`src/rtl/mp_serial_adder_pkg.sv`:
```
// Shared constants for the multi-precision serial adder: state encodings and
// the width of one adder word.
package mp_serial_adder_pkg;

    localparam int WORD_W = 16;

    typedef enum logic [1:0] {
        IDLE = 2'd0,
        BUSY = 2'd1,
        DONE = 2'd2
    } state_t;

endpackage

```
`src/rtl/CLA_16bit.sv`:
```
// 16-bit carry-lookahead adder: four 4-bit groups, each with group
// generate/propagate so the inter-group carry skips the group's bit chain.
module CLA_16bit (
    output logic        C16,
    output logic [15:0] Sum,
    input  logic [15:0] A,
    input  logic [15:0] B,
    input  logic        C_in
);

    logic [15:0] g;
    logic [15:0] p;
    logic [3:0]  gg;
    logic [3:0]  gp;
    logic        ci;
    logic        gcar;

    always_comb begin
        g    = A & B;
        p    = A ^ B;
        Sum  = '0;
        ci   = 1'b0;
        gcar = C_in;
        for (int k = 0; k < 4; k++) begin
            gg[k] = g[4*k+3]
                  | (p[4*k+3] & g[4*k+2])
                  | (p[4*k+3] & p[4*k+2] & g[4*k+1])
                  | (p[4*k+3] & p[4*k+2] & p[4*k+1] & g[4*k]);
            gp[k] = &p[4*k +: 4];
            ci    = gcar;
            for (int j = 0; j < 4; j++) begin
                Sum[4*k+j] = p[4*k+j] ^ ci;
                ci         = g[4*k+j] | (p[4*k+j] & ci);
            end
            gcar = gg[k] | (gp[k] & gcar);
        end
        C16 = gcar;
    end

endmodule

```
`src/rtl/mp_serial_adder.sv`:
```
// Multi-precision add/subtract: feeds CLA_16bit one word per cycle, chaining
// the carry through a register, with valid/ready on both sides.
module mp_serial_adder
    import mp_serial_adder_pkg::*;
#(
    parameter int WORDS = 4
) (
    input  logic                  clk,
    input  logic                  rst_n,
    input  logic                  in_valid,
    output logic                  in_ready,
    input  logic [WORD_W*WORDS-1:0] op_a,
    input  logic [WORD_W*WORDS-1:0] op_b,
    input  logic                  sub,
    output logic                  out_valid,
    input  logic                  out_ready,
    output logic [WORD_W*WORDS-1:0] result,
    output logic                  carry_out,
    output logic                  overflow
);

    localparam int W  = WORD_W * WORDS;
    localparam int CW = (WORDS > 1) ? $clog2(WORDS) : 1;

    state_t         state, state_nxt;
    logic [CW-1:0]  cnt;
    logic [W-1:0]   a_reg;
    logic [W-1:0]   b_reg;
    logic [W-1:0]   res_reg;
    logic           carry_q;
    logic [31:0]    base;
    logic [WORD_W-1:0] sum;
    logic           c16;
    logic           accept;
    logic           last;

    assign in_ready = (state == IDLE) || (state == DONE && out_ready);
    assign accept   = in_valid && in_ready;
    assign last     = (cnt == CW'(WORDS - 1));
    assign base     = 32'(cnt) * WORD_W;

    CLA_16bit u_cla (
        .C16  (c16),
        .Sum  (sum),
        .A    (a_reg[base +: WORD_W]),
        .B    (b_reg[base +: WORD_W]),
        .C_in (carry_q)
    );

    always_ff @(posedge clk or negedge rst_n) begin
        if (!rst_n) state <= IDLE;
        else        state <= state_nxt;
    end

    always_comb begin
        state_nxt = state;
        case (state)
            IDLE:    if (accept) state_nxt = BUSY;
            BUSY:    if (last) state_nxt = DONE;
            DONE: begin
                if (accept)         state_nxt = BUSY;
                else if (out_ready) state_nxt = IDLE;
            end
            default: state_nxt = IDLE;
        endcase
    end

    // Subtract is A + ~B + 1: the +1 enters as the initial carry.
    always_ff @(posedge clk or negedge rst_n) begin
        if (!rst_n) begin
            a_reg   <= '0;
            b_reg   <= '0;
            res_reg <= '0;
            carry_q <= 1'b0;
            cnt     <= '0;
        end else if (accept) begin
            a_reg   <= op_a;
            b_reg   <= sub ? ~op_b : op_b;
            carry_q <= sub;
            cnt     <= '0;
        end else if (state == BUSY) begin
            res_reg[base +: WORD_W] <= sum;
            carry_q                 <= c16;
            if (!last) cnt <= cnt + 1'b1;
        end
    end

    // Flags only meaningful once the last word has landed.
    assign out_valid = (state == DONE);
    assign result    = res_reg;
    assign carry_out = out_valid & carry_q;
    assign overflow  = out_valid & (a_reg[W-1] == b_reg[W-1]) & (res_reg[W-1] != a_reg[W-1]);

endmodule

```
`config.mk`:
```
export PLATFORM = sky130hd
export DESIGN_NAME = mp_serial_adder
export DESIGN_NICKNAME = d
export VERILOG_FILES = /design/src/rtl/mp_serial_adder_pkg.sv /design/src/rtl/CLA_16bit.sv /design/src/rtl/mp_serial_adder.sv
export SDC_FILE = /design/constraint.sdc
export NUM_CORES = 1
export LEC_CHECK = 0
export BUFFER_PORTS_ARGS = -buffer_cell sky130_fd_sc_hd__buf_2
export CAP_MARGIN = 30
export CORE_ASPECT_RATIO = 1.75
export CORE_MARGIN = 2
export CORE_UTILIZATION = 50
export DETAILED_ROUTE_END_ITERATION = 6
export PLACE_DENSITY = 0.87
export SYNTH_ARGS = -nofsm -noshare
export SYNTH_HDL_FRONTEND = slang
export SYNTH_HIERARCHICAL = 1
export SYNTH_SLANG_ARGS = --single-unit
```
`constraint.sdc`:
```
create_clock -name clk -period 4.3 [get_ports clk]
set_clock_uncertainty 0.05 [all_clocks]
set_input_delay 0.215 -clock clk [delete_from_list [all_inputs] [get_ports clk]]
set_output_delay 0.215 -clock clk [all_outputs]
set_load 0.005 [all_outputs]
```
==> results of run 1 <==
[cell type report]
class                           instances  area [µm²]
Fill cell                            1316        6598
Sequential cell                       197        4932
Multi-Input combinational cell        385        4238
Timing Repair Buffer                  276        1833
Clock buffer                           20       456.7
Tap cell                              238       297.8
Clock inverter                         12       107.6
Inverter                                8       30.03
Antenna cell                            2       5.005
[repair_timing]
action,in CTS,in global routing
gates resized for setup,0,0
endpoints found under the hold margin,170,0
hold buffers,64,0
[Yosys cell counts, types with 3 or more instances]
| cell | number |
|---|---|
| nor2b_1 | 5 |
| a21oi_1 | 7 |
| buf_4 | 7 |
| xor2_1 | 68 |
| buf_2 | 13 |
| clkbuf_1 | 12 |
| fa_1 | 12 |
| mux2_2 | 53 |
| a22o_1 | 64 |
| mux2_1 | 77 |
| buf_6 | 4 |
| nand2_1 | 11 |
| nor2_1 | 5 |
| ha_1 | 21 |
| dfrtp_1 | 197 |
| nand2b_1 | 3 |
| inv_1 | 8 |
| mux4_2 | 32 |
[routing by layer]
| metal | GRT usage | vias up |
|---|---|---|
| li1 | - | 2819 |
| met1 | 0.3031 | 3260 |
| met2 | 0.4543 | 251 |
| met3 | 0.03061 | 59 |
| met4 | 0.1256 | 0 |
| met5 | 0 | - |
[worst paths after layout]
kind | endpoint | slack (ns)
max in group asynchronous | a_reg[21] | 2.81
worst min register to register | a_reg[1] | 0.44
min in group asynchronous | result[1] | 0.37
worst max register to register | result[23] | 0.28
worst max-delay path | result[23] | 0.28
worst min-delay path | state[1] | 0.01
[power breakdown]
group          internal, mW  total (mW)  leakage, nW  switching [mW]
Sequential             2.71        3.29         2.44           0.577
Clock                 0.794        1.56        0.273           0.766
Combinational          2.39        5.18         2.87            2.79
[critical path, delay by kind of cell (launching register included)]
family | cells | cell delay (ns)
multiplexers | 1 | 0.55
flip-flops | 1 | 0.41
XOR/XNOR | 1 | 0.37
adder cells (fa/ha/maj) | 4 | 1.53
AO/OA/AOI/OAI | 2 | 0.37
AND/OR/NAND/NOR | 2 | 0.32
buffers and inverters | 2 | 0.33
[cell families (layout without fill, tap and decap cells)]
family / Yosys count / after routing / synth area share
adder cells (fa/ha/maj): 33 / 33 / 0.05347
XOR/XNOR: 69 / 69 / 0.06425
multiplexers: 162 / 162 / 0.2322
AND/OR/NAND/NOR: 41 / 41 / 0.02860
AO/OA/AOI/OAI: 80 / 80 / 0.07130
buffers and inverters: 46 / 316 / 0.02607
other: 0 / 2 / 0
flip-flops: 197 / 197 / 0.5241
[stage by stage]
step	util	power (mW)	setup slack [ns]	cell area [µm²]
2_1_floorplan	-	6.583	0.2828	9407
3_3_place_gp	0.5752	8.069	0.4448	10640
3_5_place_dp	0.5758	8.292	0.3637	10650
4_1_cts	0.6410	9.924	0.3096	11860
5_1_grt	0.6432	10.57	0.07568	11900
6_report	0.6433	10.03	0.2802	11900
==> flow_summary.ini, run 1 <==
[final_layout]
instances_no_fill = 1138
area_growth_pct = 26.51
drive_gt1_frac = 0.3786
final_common_cell = buf_2
final_cell_mix = buf_2 (198), dfrtp_1 (195), mux2_1 (77)
nets = 1051

[worst_setup_path]
critical_path.max_stage_delay_ns = 0.55
r2r_start = cnt[0]
r2r_cells = 12
cp_cell_sequence = buf_12 > mux4_2 > ha_1 > a21oi_1 > nor2_1 > nor3_1 > inv_1 > fa_1 > fa_1 > fa_1 > xor2_1 > a22o_1
cp.required_ns = 4.63
critPathKind = register to register
worst_path_most_repeated_cell = fa_1
path_max_fanout = 26
cp-end-kind = register
worstPathArrival_ns = 4.35
crit_path_top_delay_cell = mux4_2
worstSetupStartpoint = cnt[0]
startpoint_type = register

[min_path]
hp-class = primary input to register
min_from = out_ready
hold_depth = 3

[placement]
io_buffers = 200
numPlacedInstances = 1038
routabilityCongestion = 0.8188
dpl.hpwl_mm = 16.72

[power]
leakagePower_nw = 5.588
ir_drop_mv = 0.5203
p_per_area_nw_per_um2 = 842.6

[logic_synthesis]
synth.cell_area_um2 = 9407
yosys_warnings = 6
synth_seq_cells = 197
syn-num-nets = 794
yosysTopAreaCellShare = 0.5241
synth_seq_area_share = 0.5241
synthArstFlopShare = 1.000
synthFlopType = dfrtp_1
synthTopCellsByArea = dfrtp_1 (52%), mux2_1 (9.2%), mux4_2 (7.7%)
syn_area_per_cell_um2 = 14.98
synth-edff-count = 0
synth_area_leader_cell = dfrtp_1
netlist_instances = 628
yosysUniqueCellTypes = 41

[timing]
rsz0062_at_grt = false
hold_viol = 0
setup_tns_ns = 0
period_minus_slack_ns = 4.020
fmax_mhz = 248.8
timing.hold.ws_ns = 0.01400
worst_pin_slew_ns = 1.039
fin_crit_sh = 0.9348
slew_headroom = 0.3021
setup_viol = 0
slew_violations = 0

[route]
ant_nets = 0
wire_per_inst_um = 21.66
wl_met1_mm = 9.061
vias = 6389
wl_met2_mm = 13.51
drt_iter0_drc = 328
met3WireLength_mm = 1.051
highest_layer = met4
post-route-drc-count = 0
avgViaCountPerCell = 5.614
drt_first_pass_iters = 5
wirelength_mm = 24.65

[floorplan]
row_count = 66
core_um2 = 18500
die_x_um = 107.7
dieArea_um2 = 19970
ioPinCount = 201
initial_core_util = 0.5085
die_h_um = 185.4

[flow_run]
cap_violations = 0

[clock_tree]
clk_pin_slew_ns = 0.08
numCtsBuffers = 17
post_cts_buffers = 0
cts_tree = done
cts-root-buf = clkbuf_16
clk-insertion-delay-late_ns = 0.44
cts.path.max_buffers = 2
cts_num_sinks = 197
cts_htree_levels = 4

[outcome]
outcome = complete, no violations

[grt]
grt_pass1_vias = 6742
grt_overflow = 0
antenna_found_initial = 1
grt_pass1_wl_mm = 38.07
grt_max_degree = 133
grtUsageTotal = 0.2556
(Power assumes the default switching activity.)
==> run 2: changes to the inputs <==
--- a/config.mk
+++ b/config.mk
@@ -12,4 +12,5 @@
 export CORE_UTILIZATION = 50
 export DETAILED_ROUTE_END_ITERATION = 6
+export GPL_TIMING_DRIVEN = 0
 export PLACE_DENSITY = 0.87
 export SYNTH_ARGS = -nofsm -noshare
==> constraint.sdc (replaced) <==
create_clock -name clk -period 4.3 [get_ports clk]
set_clock_uncertainty 0.05 [all_clocks]
set_input_delay 0.86 -clock clk [delete_from_list [all_inputs] [get_ports clk]]
set_output_delay 0.86 -clock clk [all_outputs]
set_load 0.005 [all_outputs]
==> run 2 against run 1 <==
Clock-buffer cell count decreased by 1; total power rose by 0.69%; sequential power fell by 3%.
==> flow_summary.ini, run 2 (synthesis results as in run 1) <==
[floorplan]
die_x_um = 107.7
dieArea_um2 = 19970
row_count = 66
core_um2 = 18500
die_h_um = 185.4
initial_core_util = 0.5085
ioPinCount = 201

[worst_setup_path]
worstSetupStartpoint = cnt[1]
cp-end-kind = register
r2r_cells = 13
cp.required_ns = 4.58
r2r_slack_ns = 0.13
cp_cell_sequence = buf_2 > buf_2 > mux4_2 > ha_1 > a21oi_1 > nor2_1 > a211oi_2 > nand3_2 > fa_1 > fa_1 > fa_1 > xor2_2 > a22o_1
r2r_start = cnt[1]
critical_path.max_stage_delay_ns = 0.43
crit_path_top_delay_cell = mux4_2
worstPathArrival_ns = 4.44
worst_path_most_repeated_cell = fa_1
reg2reg_to = result[47]
startpoint_type = register
critPathKind = register to register
path_max_fanout = 10

[route]
avgViaCountPerCell = 5.595
ant_nets = 0
drt_iter0_drc = 277
vias = 6222
wire_per_inst_um = 21.79
drt_first_pass_iters = 4
wirelength_mm = 24.24
post-route-drc-count = 0

[placement]
routabilityCongestion = 0.8124
io_buffers = 199
dpl.hpwl_mm = 18.12
place_ws_ns = -0.6254
numPlacedInstances = 1066

[clock_tree]
ctsHoldBuffers = 0
cts_num_sinks = 197
numCtsBuffers = 17
clk_pin_slew_ns = 0.08
clk-insertion-delay-late_ns = 0.44
cts_tree = done
cts_htree_levels = 4
cts.path.max_buffers = 2
cts-root-buf = clkbuf_16

[power]
p_seq_frac = 0.315
power_frac_comb = 0.532
p_sw_frac = 0.4101
leakagePower_nw = 5.434
p_sw_mw = 4.140
p_int_mw = 5.956
power_frac_clock = 0.153
p_per_area_nw_per_um2 = 882.7
ir_drop_mv = 0.3845

[grt]
grt_overflow = 0
grtUsageTotal = 0.2488
antenna_found_initial = 9
grt_max_degree = 113
grt_pass1_wl_mm = 36.87
grt_pass1_vias = 6707

[timing]
setup_tns_ns = 0
hold_viol = 0
slew_headroom = 0.4574
period_minus_slack_ns = 4.167
slew_violations = 0
worst_pin_slew_ns = 0.8138
setup_viol = 0
fin_crit_sh = 0.9691
fin_ws_ns = 0.1327
fmax_mhz = 240.0

[flow_run]
cap_violations = 0

[final_layout]
nets = 1018
drive_gt1_frac = 0.4220
final_common_cell = buf_2
fillCellCount = 1439
area_growth_pct = 21.60
instances_no_fill = 1112
final_cell_mix = buf_2 (210), dfrtp_1 (197), mux2_1 (77)

[outcome]
outcome = complete, no violations

[min_path]
hp-class = primary input to asynchronous set/reset pin
## run 2: cell count changes in the layout (fill, tap and decap cells not counted), moves of 3 or more
cell and change:
clkbuf_1 +8, buf_2 +12, buf_6 +4, buf_4 +8, xor2_2 +3, diode_2 +7
xor2_1 -3, dlygate4sd3_1 -64, buf_12 -3
## run 2: worst max-delay path by stage
stage / endpoint / slack, ns / depth (start not counted)
3_5_place_dp: result[27] / -0.63 / 13
5_1_grt: result[63] / -0.006 / 13
6_report: result[47] / 0.13 / 13
4_1_cts: result[47] / 0.01 / 13
3_3_place_gp: a_reg[7] / -0.83 / 1
2_1_floorplan: result[15] / 0.28 / 13
## run 2: critical path, delay by kind of cell, from the launching register on
| family | cells | cell delay [ns] |
|---|---|---|
| adder cells (fa/ha/maj) | 4 | 1.56 |
| AO/OA/AOI/OAI | 3 | 0.64 |
| buffers and inverters | 2 | 0.61 |
| multiplexers | 1 | 0.43 |
| flip-flops | 1 | 0.38 |
| AND/OR/NAND/NOR | 2 | 0.20 |
| XOR/XNOR | 1 | 0.20 |
## run 2: power by group through the flow
| stage | combinational [mW] | sequential, mW | clock (mW) |
|---|---|---|---|
| floorplan | 3.53 | 3.06 | 0 |
| global placement | 4.93 | 3.14 | 0 |
| detailed placement | 5.13 | 3.20 | 0 |
| CTS | 5.24 | 3.17 | 1.56 |
| global route | 5.82 | 3.27 | 1.63 |
| finish | 5.37 | 3.18 | 1.55 |
## run 2: cell type report
cell class	instances	area [µm²]	area share
Inverter	8	30.03	0.002625
Clock buffer	19	442.9	0.03872
Buffer	38	265.3	0.02319
Antenna cell	9	22.52	0.001969
Multi-Input combinational cell	385	4265	0.3729
Sequential cell	197	4930	0.4310
Tap cell	238	297.8	0.02603
Clock inverter	13	113.9	0.009954
Timing Repair Buffer	205	1071	0.09363
## run 2: metal layers
metal	GRT usage	wire length [µm]	vias up
met2	0.4483	13250	229
met1	0.2812	8901	3188
met4	0.1328	1023	0
met3	0.03448	1060	57
met5	0	0	-
li1	-	-	2748
## run 2: per-stage QoR
| stage | power (mW) | hold WS (ns) | instance area (µm²) | util |
|---|---|---|---|---|
| after CTS | 9.972 | 0.3873 | 11340 | 0.6131 |
| after global placement | 8.071 | 0.4118 | 10700 | 0.5785 |
| after detailed placement | 8.327 | 0.4192 | 10740 | 0.5805 |
| final | 10.10 | 0.3378 | 11440 | 0.6184 |
| after floorplan | 6.583 | 0.4024 | 9407 | - |
| after global routing | 10.72 | 0.4109 | 11440 | 0.6184 |
## run 2: what timing repair did
| item | 4_1_cts | 5_1_grt |
|---|---|---|
| endpoints found under the setup margin | 28 | 20 |
| gates resized for setup | 14 | 14 |
| pin swaps | 0 | 2 |
| setup buffers | 0 | 5 |
